## src/rtl/wb_trace_unit.sv

```systemverilog
// Write-back trace unit: buffers qualified register writes and streams each one as a 5-byte frame.
// Build option: define TRACE_DROP_R0_EN to discard writes to register 0 before they reach the FIFO.
module wb_trace_unit #(
    parameter int FIFO_DEPTH = 16,
    parameter int CNT_W      = 16
) (
    input  logic             clk,
    input  logic             rst,
    input  logic             i_enable,
    input  logic             i_wb_valid,
    input  logic [4:0]       i_wb_addr,
    input  logic [31:0]      i_wb_data,
    output logic [7:0]       o_tx_data,
    output logic             o_tx_valid,
    input  logic             i_tx_ready,
    output logic             o_fifo_full,
    output logic             o_fifo_empty,
    output logic             o_overflow,
    output logic [CNT_W-1:0] o_drop_count
);
    localparam int AW = $clog2(FIFO_DEPTH);
    localparam int PW = AW + 1;
    localparam logic [PW-1:0]    PTR_ONE = PW'(1);
    localparam logic [CNT_W-1:0] CNT_ONE = CNT_W'(1);
    localparam logic [CNT_W-1:0] CNT_MAX = {CNT_W{1'b1}};

    typedef enum logic [2:0] {IDLE, ADDR, B3, B2, B1, B0} state_t;

    state_t            state_reg, state_next;
    logic [PW-1:0]     wr_ptr_reg, rd_ptr_reg;
    logic [36:0]       mem [FIFO_DEPTH];
    logic [4:0]        frame_addr_reg;
    logic [31:0]       frame_data_reg;
    logic [7:0]        frame_bytes [4];
    logic              overflow_reg;
    logic [CNT_W-1:0]  drop_count_reg;

    logic event_ok, fifo_full, fifo_empty, pop, push, drop;

`ifdef TRACE_DROP_R0_EN
    assign event_ok = i_enable & i_wb_valid & (i_wb_addr != 5'd0);
`else
    assign event_ok = i_enable & i_wb_valid;
`endif

    assign fifo_empty = (wr_ptr_reg == rd_ptr_reg);
    assign fifo_full  = (wr_ptr_reg[AW] != rd_ptr_reg[AW]) &&
                        (wr_ptr_reg[AW-1:0] == rd_ptr_reg[AW-1:0]);

    // A full FIFO still accepts an event when the head leaves in the same cycle.
    assign push = event_ok && (!fifo_full || pop);
    assign drop = event_ok && fifo_full && !pop;

    genvar gi;
    generate
        for (gi = 0; gi < 4; gi++) begin : g_bytes
            assign frame_bytes[gi] = frame_data_reg[8*gi +: 8];
        end
    endgenerate

    always_comb begin
        state_next = state_reg;
        pop        = 1'b0;
        o_tx_valid = 1'b0;
        o_tx_data  = 8'h00;
        case (state_reg)
            IDLE: begin
                if (!fifo_empty) begin
                    pop        = 1'b1;
                    state_next = ADDR;
                end
            end
            ADDR: begin
                o_tx_valid = 1'b1;
                o_tx_data  = {3'b000, frame_addr_reg};
                if (i_tx_ready) state_next = B3;
            end
            B3: begin
                o_tx_valid = 1'b1;
                o_tx_data  = frame_bytes[3];
                if (i_tx_ready) state_next = B2;
            end
            B2: begin
                o_tx_valid = 1'b1;
                o_tx_data  = frame_bytes[2];
                if (i_tx_ready) state_next = B1;
            end
            B1: begin
                o_tx_valid = 1'b1;
                o_tx_data  = frame_bytes[1];
                if (i_tx_ready) state_next = B0;
            end
            B0: begin
                o_tx_valid = 1'b1;
                o_tx_data  = frame_bytes[0];
                // Chain straight into the next frame so back-to-back records have no bubble.
                if (i_tx_ready) begin
                    if (!fifo_empty) begin
                        pop        = 1'b1;
                        state_next = ADDR;
                    end else begin
                        state_next = IDLE;
                    end
                end
            end
            default: state_next = IDLE;
        endcase
    end

    always_ff @(posedge clk) begin
        if (!rst) begin
            state_reg      <= IDLE;
            wr_ptr_reg     <= '0;
            rd_ptr_reg     <= '0;
            overflow_reg   <= 1'b0;
            drop_count_reg <= '0;
        end else begin
            state_reg <= state_next;
            if (push) wr_ptr_reg <= wr_ptr_reg + PTR_ONE;
            if (pop)  rd_ptr_reg <= rd_ptr_reg + PTR_ONE;
            if (drop) begin
                overflow_reg <= 1'b1;
                if (drop_count_reg != CNT_MAX) drop_count_reg <= drop_count_reg + CNT_ONE;
            end
        end
    end

    // Storage and frame register carry no reset: the pointers alone define validity.
    always_ff @(posedge clk) begin
        if (push) mem[wr_ptr_reg[AW-1:0]] <= {i_wb_addr, i_wb_data};
    end

    always_ff @(posedge clk) begin
        if (pop) {frame_addr_reg, frame_data_reg} <= mem[rd_ptr_reg[AW-1:0]];
    end

    assign o_fifo_full  = fifo_full;
    assign o_fifo_empty = fifo_empty;
    assign o_overflow   = overflow_reg;
    assign o_drop_count = drop_count_reg;
endmodule
```

## config.mk

```make
export PLATFORM = sky130hd
export DESIGN_NAME = wb_trace_unit
export DESIGN_NICKNAME = d
export VERILOG_FILES = /design/src/rtl/wb_trace_unit.sv
export SDC_FILE = /design/constraint.sdc
export NUM_CORES = 1
export LEC_CHECK = 0
export ABC_AREA = 0
export CORE_ASPECT_RATIO = 0.8
export CORE_MARGIN = 2
export CORE_UTILIZATION = 65
export DETAILED_ROUTE_END_ITERATION = 10
export PLACE_DENSITY = 0.85
export SLEW_MARGIN = 40
export SYNTH_ARGS = -nofsm -noshare
export SYNTH_HDL_FRONTEND = slang
export SYNTH_SLANG_ARGS = --single-unit
export TNS_END_PERCENT = 1
```

## constraint.sdc

```tcl
create_clock -name clk -period 8.4 [get_ports clk]
set_clock_uncertainty 0.15 [all_clocks]
set_input_delay 0.84 -clock clk [delete_from_list [all_inputs] [get_ports clk]]
set_output_delay 0.84 -clock clk [all_outputs]
set_load 0.02 [all_outputs]
```

==> results by stage <==
Placed design:
- Routability-driven placement finished with a final weighted congestion of 0.8326.
- Summing all placed instances gives a cell area of 26,590 sq um.
- The count of placed standard cells including taps is 1,625.
- After legalization and detailed placement, the total HPWL measured 29,970 um.
- Port buffering added 69 buffers.

Clock tree:
- After clock tree synthesis, the flow added hold-fix buffers numbering 0.
- The number of clock buffers added by TritonCTS is between 50 and 60.
- The count of instances resized after the clock tree is built is 0.
- The TritonCTS clock tree is done.
- The insertion delay to the later sink of the worst-skew pair is between 0.6 and 0.7 ns.
- The number of H-tree branching levels is 2.
- The clock-pin slew of the registers on the worst-case setup and hold paths is 0.07 ns.
- The clock drives 659 sinks.
- The clock passes through at most 3 buffers.
- The count of buffers added by post-CTS timing repair for setup is 0.
- The root buffer cell chosen for the clock tree is clkbuf_16.

Global route:
- Entering global routing, the biggest net connects 65 pins.
- The number of antenna violations at the first check in global routing is 1.
- The number of global-route vias before repair was about 13,000.
- The wire length of the first global-routing pass is 86,650 um.
- Across every metal layer, demand over resource in global routing totals 0.3009.
- The total overflow left after global routing is 0.

Worst setup path:
- The worst register-to-register path ends at frame_data_reg[26].
- The startpoint identified for the worst register-to-register timing path is rd_ptr_reg[1].
- The setup slack of the most critical reg-to-reg path is ~4.8 ns.
- At the worst endpoint, the required time is 7.41 ns.
- The data arrival time of the worst path is between 3 and 4 ns.
- Of all nets on the critical path, the largest fanout is 18.
- The worst setup path is captured at an output pin.
- The worst setup path is launched from a flop.
- The type of the worst setup path is reg -> out.
- The length in cells of the worst reg-to-reg path is 4.

STA:
- The highest clock frequency the design can meet is 239.2 MHz.
- The worst slack on hold paths is 0.3129 ns.
- The period utilization is 0.4976.
- The final hold violation count was 0.
- The max-slew violation total from the final report is 0.
- The relative max-transition margin is 0.4010.
- Setup repair after global routing left no endpoint under its margin.
- Adding up every negative setup slack in the final design gives 0 ns.
- Setup violations remaining at the end of the flow were counted as 0.
- The actual transition at the worst max-transition pin is 0.8957 ns.
- The worst path needs 4.180 ns of the cycle, external delays included.

Cells and area:
- Once layout is complete, the cells apart from fillers number 1,732.
- The share of cells above drive strength 1 is 0.2498.
- The area growth from synthesis to layout is 12.58%.
- The sequential cell area is 19,500 sq um.
- The antenna cell count is 0.
- The number of nets in the layout is roughly 1,200.
- The finished cells cover 28,500 sq um.
- The multi-input logic area is 5660 sq um.
- The number of filler cells placed in the layout is 1,912.
- The flip-flop count of the largest register, all copies and words added is 592.

Logic synthesis:
- The cell type with the largest total area after synthesis is edfxtp_1.
- The post-synthesis cell type count is 48.
- Counting every instance in the synthesized netlist gives 1,109.
- Counting flops with a built-in enable in the synthesized netlist gives between 600 and 700.
- The share of Yosys cell area claimed by the top area cell type is 0.7461.
- The share of flip-flops with an asynchronous set or reset is 0.
- The average instance in the mapped netlist occupies 22.83 sq um.
- By count the netlist is led by edfxtp_1 (629), mux4_2 (185), clkbuf_1 (38).
- edfxtp_1 is the most common cell in the netlist.
- The warning count from the yosys run is 0.
- The cell area that synthesis handed to floorplanning was 25,320 sq um.
- The synthesized netlist net count is 1,157.
- In the post-synthesis netlist, the biggest area contributors are edfxtp_1 (75%), mux4_2 (16%), dfxtp_1 (2.4%).
- The number of flip-flops and latches in the synthesized netlist is 659.
- The most used flip-flop cell after synthesis is edfxtp_1.
- The portion of the post-synthesis area used by sequential elements is 0.7698.

Flow run:
- Max-cap violations in this run came to 0.

Drt:
- The count of nets left with antenna violations once routing finished came out at 0.
- After detailed routing, the number of vias per cell comes to between 7 and 8.
- The average detailed-routed wire length per instance is 34.11 um.
- The number of remaining DRC errors is 0.
- The detailed router finished its first iteration with ~1,900 violations.
- Across all layers, the routed design uses ~12,000 vias.
- The total wirelength of the detailed-routed design is just under 60,000 um.
- For this run, the detailed router's first-pass iteration total came to 8.

Hold path:
- The launch point of the worst hold path is o_overflow.
- The worst hold path belongs to the class reg -> reg.
- The worst hold path terminates at o_overflow.
- Counting instances, the worst hold path has a depth of 1.

Floorplanning:
- In this run the standard cell core region covers 38,360 sq um.
- The die is 180.5 um tall.
- The number of rows in the core area is 64.
- 70 I/O pins were placed.
- The area enclosed by the die boundary is 40,550 sq um.
- The floorplan die width is 224.6 um.
- The starting density of the core is 0.6600.

Pwr:
- The maximum resistive drop on vdd is 203.2 uV.
- Dividing total power by cell area gives a power density of 276.3 nW/um^2.
- In this run the static leakage power is 8.579 nW.

Outcome:
- The flow ran to the end, and the final reports show no timing, DRC or antenna violations.
layout by cell type, fill, tap and decap left out, types with 5 or more instances in the layout:
cell type	instances
nand3_1	10
o211ai_1	6
bufinv_16	6
mux2i_1	12
and3_1	5
clkbuf_16	59
clkdlybuf4s50_1	69
o31ai_1	6
and3_4	12
edfxtp_1	629
ha_1	6
or3_1	10
xor2_1	6
clkinv_2	11
clkbuf_1	16
dfxtp_1	24
nor2_1	18
clkinv_1	11
o21ai_0	15
a21oi_1	22
mux4_2	185
nand2_1	12
cell type report:
cell class	count	area share
sequential	659	0.6843
clock buffer	78	0.05536
clock inverter	29	0.01080
multi-input combinational	386	0.1986
inverter	6	0.0007902
tap	495	0.02173
timing repair buffer	79	0.02836
worst max path at each step:
stage | from | end | slack, ns
floorplan | i_tx_ready | mem[1][0] | 5.16
global placement | i_tx_ready | mem[4][25] | 4.28
detailed placement | i_tx_ready | mem[8][17] | 4.59
CTS | state_reg[2] | o_tx_data[7] | 3.92
global route | state_reg[1] | o_tx_data[7] | 4.09
finish | state_reg[1] | o_tx_data[7] | 4.22
critical path, cell delays in order, from the launching register on:
cell and delay (ns):
dfxtp_1 0.88, nor2b_1 0.54, a221oi_1 0.20, a21oi_1 0.31
clkdlybuf4s50_1 0.67
routing by layer:
metal / vias up / track usage / share of wire
li1: 4887 / - / -
met1: 6456 / 0.4258 / 0.36
met2: 904 / 0.4994 / 0.51
met3: 130 / 0.04777 / 0.10
met4: 2 / 0.08636 / 0.031
met5: - / 0 / 0.00015
stage by stage:
step | util | power (mW) | worst slack [ns]
after detailed placement | 0.6931 | 5.219 | 4.593
after floorplan | - | 4.793 | 5.161
after CTS | 0.7423 | 7.892 | 3.925
after global placement | 0.6900 | 5.162 | 4.277
final | 0.7430 | 7.875 | 4.220
after global routing | 0.7430 | 8.069 | 4.095
cells by family (layout without fill, tap and decap cells):
family	after synthesis	after routing	share of synthesized area
compound gates	64	64	0.01567
flops	659	659	0.7698
buf+inv	64	192	0.01077
simple gates	107	107	0.02476
xor+xnor	12	12	0.006673
fa+ha+maj	6	6	0.002965
mux	197	197	0.1693
power by group:
part / internal, mW / switching [mW]
registers: 3.74 / 0.116
clock network: 1.50 / 1.18
logic: 0.646 / 0.693
Note: power is estimated with default switching activity, not from simulation.
